**src/rtl/pwm_scan_seq_pkg.sv**
```systemverilog
// Shared scan-scheduler definitions: state encoding, default geometry and blank length.
// Optional macro PLANE_BLANK_EN stretches the inter-plane BLANK state to BLANK_CYC clocks.
package pwm_scan_seq_pkg;

  typedef enum logic [2:0] {
    ST_IDLE  = 3'd0,
    ST_BLANK = 3'd1,
    ST_PSR   = 3'd2,
    ST_LOAD  = 3'd3,
    ST_LATCH = 3'd4,
    ST_ON    = 3'd5
  } scan_state_t;

  localparam int DEF_NPLANES   = 5;
  localparam int DEF_NLEVELS   = 64;
  localparam int DEF_DWELL     = 32;
  localparam int DEF_PSR_HALF  = 2;
  localparam int DEF_BLANK_CYC = 8;

`ifdef PLANE_BLANK_EN
  localparam bit PLANE_BLANK_ON = 1'b1;
`else
  localparam bit PLANE_BLANK_ON = 1'b0;
`endif

  // Clocks spent in BLANK: anti-ghosting dead time when enabled, otherwise a single clock.
  function automatic int blank_len(input int blank_cyc);
    return PLANE_BLANK_ON ? blank_cyc : 1;
  endfunction

endpackage

```
**src/rtl/pwm_scan_seq_psr_drive.sv**
```systemverilog
// Plane shift-register driver: one psr_c cycle (PSR_HALF high, PSR_HALF low) per start pulse,
// psr_d held for the whole cycle, done pulses once the low half has finished.
module pwm_scan_seq_psr_drive #(
  parameter int PSR_HALF = 2
) (
  input  logic clk,
  input  logic reset_n,
  input  logic start,
  input  logic first,
  output logic psr_c,
  output logic psr_d,
  output logic done
);

  localparam int HW = (PSR_HALF > 1) ? $clog2(PSR_HALF) : 1;

  logic          busy_reg;
  logic [HW-1:0] half_cnt_reg;

  always_ff @(posedge clk or negedge reset_n) begin
    if (!reset_n) begin
      busy_reg     <= 1'b0;
      half_cnt_reg <= '0;
      psr_c        <= 1'b0;
      psr_d        <= 1'b0;
      done         <= 1'b0;
    end else begin
      done <= 1'b0;
      if (start) begin
        busy_reg     <= 1'b1;
        half_cnt_reg <= '0;
        psr_c        <= 1'b1;
        psr_d        <= first;
      end else if (busy_reg) begin
        if (half_cnt_reg == HW'(PSR_HALF - 1)) begin
          half_cnt_reg <= '0;
          if (psr_c) begin
            psr_c <= 1'b0;
          end else begin
            busy_reg <= 1'b0;
            psr_d    <= 1'b0;
            done     <= 1'b1;
          end
        end else begin
          half_cnt_reg <= half_cnt_reg + HW'(1);
        end
      end
    end
  end

endmodule

```
**src/rtl/pwm_scan_seq.sv**
```systemverilog
// LED-cube scan scheduler: walks planes and PWM levels, paces datapath loads/latches and
// lands buffer swaps on frame boundaries. PLANE_BLANK_EN selects the long inter-plane blank.
module pwm_scan_seq
  import pwm_scan_seq_pkg::*;
#(
  parameter int NPLANES   = DEF_NPLANES,
  parameter int NLEVELS   = DEF_NLEVELS,
  parameter int LVW       = $clog2(NLEVELS),
  parameter int PW        = $clog2(NPLANES),
  parameter int DWELL     = DEF_DWELL,
  parameter int PSR_HALF  = DEF_PSR_HALF,
  parameter int BLANK_CYC = DEF_BLANK_CYC
) (
  input  logic           clk,
  input  logic           reset_n,
  input  logic           enable,
  input  logic           swap_req,
  output logic           swap_ack,
  output logic           buf_sel,
  output logic [PW-1:0]  plane,
  output logic [LVW-1:0] level,
  output logic           load_start,
  input  logic           load_done,
  output logic           latch_strobe,
  output logic           psr_c,
  output logic           psr_d,
  output logic           col_enable,
  output logic           frame_tick
);

  localparam int DWW       = (DWELL > 1) ? $clog2(DWELL) : 1;
  localparam int BLANK_LEN = blank_len(BLANK_CYC);
  localparam int BW        = (BLANK_LEN > 1) ? $clog2(BLANK_LEN) : 1;
  localparam logic [LVW-1:0] LAST_LEVEL = LVW'(NLEVELS - 2);
  localparam logic [PW-1:0]  LAST_PLANE = PW'(NPLANES - 1);

  scan_state_t    state_reg;
  logic [DWW-1:0] dwell_cnt_reg;
  logic [BW-1:0]  blank_cnt_reg;
  logic           pend_reg;
  logic           psr_start_reg;
  logic           psr_done;
  logic [LVW-1:0] level_inc;
  logic           dwell_expired;
  logic           blank_last;
  logic           on_exit;

  assign level_inc     = level + LVW'(1);
  assign dwell_expired = (dwell_cnt_reg == DWW'(DWELL - 1));
  assign blank_last    = (blank_cnt_reg == BW'(BLANK_LEN - 1));
  // The level's dwell may be stretched until the overlapping pre-load reports done.
  assign on_exit       = dwell_expired && (!pend_reg || load_done);

  pwm_scan_seq_psr_drive #(
    .PSR_HALF(PSR_HALF)
  ) u_psr_drive (
    .clk    (clk),
    .reset_n(reset_n),
    .start  (psr_start_reg),
    .first  (plane == '0),
    .psr_c  (psr_c),
    .psr_d  (psr_d),
    .done   (psr_done)
  );

  always_ff @(posedge clk or negedge reset_n) begin
    if (!reset_n) begin
      state_reg     <= ST_IDLE;
      plane         <= '0;
      level         <= '0;
      buf_sel       <= 1'b0;
      swap_ack      <= 1'b0;
      frame_tick    <= 1'b0;
      load_start    <= 1'b0;
      latch_strobe  <= 1'b0;
      col_enable    <= 1'b0;
      psr_start_reg <= 1'b0;
      pend_reg      <= 1'b0;
      dwell_cnt_reg <= '0;
      blank_cnt_reg <= '0;
    end else begin
      swap_ack      <= 1'b0;
      frame_tick    <= 1'b0;
      load_start    <= 1'b0;
      latch_strobe  <= 1'b0;
      psr_start_reg <= 1'b0;
      case (state_reg)
        ST_IDLE: begin
          if (enable) begin
            state_reg     <= ST_BLANK;
            plane         <= '0;
            level         <= '0;
            blank_cnt_reg <= '0;
          end
        end
        ST_BLANK: begin
          if (blank_last) begin
            state_reg     <= ST_PSR;
            psr_start_reg <= 1'b1;
          end else begin
            blank_cnt_reg <= blank_cnt_reg + BW'(1);
          end
        end
        ST_PSR: begin
          if (psr_done) begin
            state_reg  <= ST_LOAD;
            load_start <= 1'b1;
          end
        end
        ST_LOAD: begin
          if (load_done) begin
            state_reg    <= ST_LATCH;
            latch_strobe <= 1'b1;
            load_start   <= (level < LAST_LEVEL);
            pend_reg     <= (level < LAST_LEVEL);
          end
        end
        ST_LATCH: begin
          state_reg     <= ST_ON;
          col_enable    <= 1'b1;
          dwell_cnt_reg <= '0;
        end
        ST_ON: begin
          if (load_done) pend_reg <= 1'b0;
          if (!dwell_expired) dwell_cnt_reg <= dwell_cnt_reg + DWW'(1);
          if (on_exit) begin
            if (level != LAST_LEVEL) begin
              state_reg    <= ST_LATCH;
              level        <= level_inc;
              latch_strobe <= 1'b1;
              load_start   <= (level_inc < LAST_LEVEL);
              pend_reg     <= (level_inc < LAST_LEVEL);
            end else begin
              state_reg     <= enable ? ST_BLANK : ST_IDLE;
              col_enable    <= 1'b0;
              level         <= '0;
              blank_cnt_reg <= '0;
              if (plane == LAST_PLANE) begin
                plane      <= '0;
                frame_tick <= 1'b1;
                if (swap_req) begin
                  buf_sel  <= ~buf_sel;
                  swap_ack <= 1'b1;
                end
              end else begin
                plane <= plane + PW'(1);
              end
            end
          end
        end
        default: state_reg <= ST_IDLE;
      endcase
    end
  end

endmodule

```
**config.mk**
```make
export PLATFORM = sky130hd
export DESIGN_NAME = pwm_scan_seq
export DESIGN_NICKNAME = d
export VERILOG_FILES = /design/src/rtl/pwm_scan_seq_pkg.sv /design/src/rtl/pwm_scan_seq_psr_drive.sv /design/src/rtl/pwm_scan_seq.sv
export SDC_FILE = /design/constraint.sdc
export NUM_CORES = 1
export LEC_CHECK = 0
export CAP_MARGIN = 25
export CELL_PAD_IN_SITES_DETAIL_PLACEMENT = 1
export CELL_PAD_IN_SITES_GLOBAL_PLACEMENT = 1
export CORE_MARGIN = 2
export CORE_UTILIZATION = 37
export CTS_CLUSTER_DIAMETER = 80
export DETAILED_ROUTE_END_ITERATION = 10
export PLACE_DENSITY = 0.8
export RECOVER_POWER = 25
export SETUP_SLACK_MARGIN = 0.3
export SLEW_MARGIN = 15
export SYNTH_ARGS = -nofsm -noshare
export SYNTH_HDL_FRONTEND = slang
export SYNTH_SLANG_ARGS = --single-unit
```
**constraint.sdc**
```tcl
create_clock -name clk -period 1.7 [get_ports clk]
set_input_delay 0.34 -clock clk [delete_from_list [all_inputs] [get_ports clk]]
set_output_delay 0.34 -clock clk [all_outputs]
set_load 0.02 [all_outputs]
```
==> results.sh <==
export IMPL_power_per_cell_area_nw_per_um2=1170
export IMPL_grt_max_degree=31
export IMPL_seq_area_frac_synth=0.472
export IMPL_ys_warn_count=0
export IMPL_tns_ns=-0.626
export IMPL_viasPerCell=5.75
export IMPL_post_layout_nonfiller_instances=268
export IMPL_antenna_found_initial=0
export IMPL_violations="setup timing"
export IMPL_cp_max_fo=4
export IMPL_fp_dieH_um=69.6
export IMPL_cap_violations=0
export IMPL_rsz0062_at_grt="yes"
export IMPL_finalCriticalPeriod_ns=1.79
export IMPL_irDropWorstVdd_mv=0.793
export IMPL_p_leak_nw=1.07
export IMPL_yosys_register_bits=30
export IMPL_syn2layout_area_growth_pct=50.5
export IMPL_root_buffer="clkbuf_8"
export IMPL_synthTopCellsByArea="dfrtp_1 (47%), o21ai_0 (5.3%), ha_1 (4.7%)"
export IMPL_vias=1542
export IMPL_drtPass1Iterations=4
export IMPL_dieArea_um2=4840
export IMPL_path_clk_slew_ns=0.07
export IMPL_clock_sinks=30
export IMPL_cts_max_level=2
export IMPL_ios=22
export IMPL_clk_latency_ns=0.29
export IMPL_synth_top_area_frac=0.472
export IMPL_async_flop_share=1.00
export IMPL_tightest_slew_ns=0.770
export IMPL_drc=0
export IMPL_finalWorstSetupSlack_ns=-0.0939
export IMPL_grt_pass1_vias=1707
export IMPL_cts_tree="done"
export IMPL_ant_nets=0
export IMPL_finalHoldViolations=0
export IMPL_critPathCaptureType="register"
export IMPL_fp_coreArea_um2=4060
export IMPL_groute_usage_overall=0.232
export IMPL_drive_gt1_frac=0.404
export IMPL_antennaDiodeCount=0
export IMPL_cts_buffers=5
export IMPL_wl_um=5990
export IMPL_crit_reg2reg_launch="level[0]"
export IMPL_yosys_area_top_type="dfrtp_1"
export IMPL_fmax_mhz=557
export IMPL_syn_nets=173
export IMPL_largest_reg_flops=6
export IMPL_min_path_cells=1
export IMPL_portBuffers=21
export IMPL_worstSetupStartpointType="register"
export IMPL_hold_class="reg -> reg"
export IMPL_clock_path_buffers=2
export IMPL_rows=23
export IMPL_cp_data_arrival_time_ns=2.01
export IMPL_dp_cells=240
export IMPL_holdPathEnd="u_psr_drive.psr_c"
export IMPL_syn_avg_cell_area_um2=9.82
export IMPL_synthFlopType="dfrtp_1"
export IMPL_dpl_hpwl_um=3260
export IMPL_hold_start="u_psr_drive.psr_c"
export IMPL_final_util=0.590
export IMPL_nNetsFinal=228
export IMPL_worstSetupPathType="reg -> reg"
export IMPL_syn_inst=162
export IMPL_grt_ovfl_total=0
export IMPL_synth_distinct_cells=42
export IMPL_post_drt_wl_per_cell_um=22.3
export IMPL_dr_first_iter_drc_count=60
export IMPL_power_w=0.00281
export IMPL_rr_worst_depth=7
export IMPL_synth_edf_count=0
export IMPL_finClkSkew_ns=0.00763
export IMPL_fp_dieW_um=69.6
export IMPL_place_congestion=0.812
export IMPL_outcome="finished with violations"
export IMPL_slew_violations=0
export IMPL_r2r_setup_slack_ns=-0.09
export IMPL_finalCritPeriodShare=1.06
export IMPL_initial_utilization=0.392
export IMPL_timing_hold_ws_ns=0.514
export IMPL_fillers=444
export IMPL_r2r_end="state_reg[0]"
export IMPL_setup_viol=12
export IMPL_cp_required_ns=1.91
export IMPL_synth_area_um2=1590
export IMPL_relSlewSlack=0.486
export IMPL_grt_pass1_wl_um=8630
## synth_stat cells (3+ instances only)
cell,number
nor2_1,5
inv_1,7
nor3_1,4
a22o_1,7
nor2b_1,5
nand4_1,4
clkbuf_1,6
o21ai_0,17
a21oi_1,9
o22ai_1,3
nand2b_1,7
nand2_1,15
dfrtp_1,30
ha_1,6
a21o_1,4
## critical path: stages, from the launching register on
cell	delay (ns)
dfrtp_2	0.45
inv_2	0.09
ha_4	0.13
inv_2	0.04
or2_4	0.26
buf_4	0.15
o21ai_0	0.37
a32o_1	0.23
## metrics by stage
step / setup slack, ns / cell area (µm²)
after floorplan: 0.00667 / 1650
after global placement: -0.113 / 1990
after detailed placement: -0.239 / 1990
after CTS: -0.0556 / 2230
after global routing: -0.169 / 2390
final: -0.0939 / 2390
## area by class of cell
cell class                      instances  area (µm²)  share of cell area
Sequential cell                        30         759               0.317
Timing Repair Buffer                   55         490               0.205
Clock buffer                            7        86.3              0.0361
Tap cell                               50        62.6              0.0261
Multi-Input combinational cell        118         965               0.403
Inverter                                7        26.3              0.0110
Clock inverter                          1        5.00             0.00209
## what timing repair did
| action | CTS | global route |
|---|---|---|
| pin swaps | 9 | 10 |
| endpoints found under the setup margin | 40 | 28 |
| resized for setup | 60 | 28 |
| hold buffers | 0 | 0 |
| setup buffers | 11 | 9 |
| hold endpoints to repair | 0 | 0 |
## report_power, final
part	leakage (nW)	switching, W	internal, W
clock network	0.0482	0.000276	0.000326
logic	0.645	0.000600	0.000496
registers	0.380	0.000228	0.000885
total	1.07	0.00110	0.00171
## cell usage in the layout (no fill, tap or decap), drive strengths merged, types with 2 or more instances in the layout
master          n
dlygate4sd2     7
a31oi           2
and2            2
o22ai           3
xor2            3
buf            37
nand2          15
clkdlybuf4s15   6
nand3b          2
nor3b           2
dfrtp          30
o21ai          17
ha              6
a22o            7
o31ai           2
a21o            4
clkdlybuf4s50   3
inv             7
nor2b           5
clkbuf          8
nor3            5
nand2b          7
a21oi           9
and3            2
nor2            5
nand4           4
## cell families after synthesis
group                      after synthesis  share of synthesized area
and+or+nand+nor                         56                      0.204
buffers and inverters                   14                     0.0338
adders and majority gates                6                     0.0472
DFF                                     30                      0.472
AOI/OAI and AO/OA                       50                      0.204
muxes                                    2                     0.0134
xor gates and xnor gates                 4                     0.0267
## worst max-delay path by stage
stage	startpoint	depth (start not counted)	to	slack (ns)
finish	level[0]	7	state_reg[0]	-0.09
global route	dwell_cnt_reg[0]	8	level[0]	-0.17
CTS	dwell_cnt_reg[1]	7	dwell_cnt_reg[3]	-0.06
detailed placement	load_done	6	level[2]	-0.24
global placement	load_done	6	level[2]	-0.11
floorplan	dwell_cnt_reg[1]	8	state_reg[0]	0.007
## per-layer routing
layer / share of wire / routed length (µm) / global-route usage
met4: 0.049 / 291 / 0.122
met3: 0.048 / 289 / 0.0581
met1: 0.38 / 2250 / 0.254
met5: 0 / 0 / 0
met2: 0.53 / 3160 / 0.411
Power figures use the tool's default switching activity.
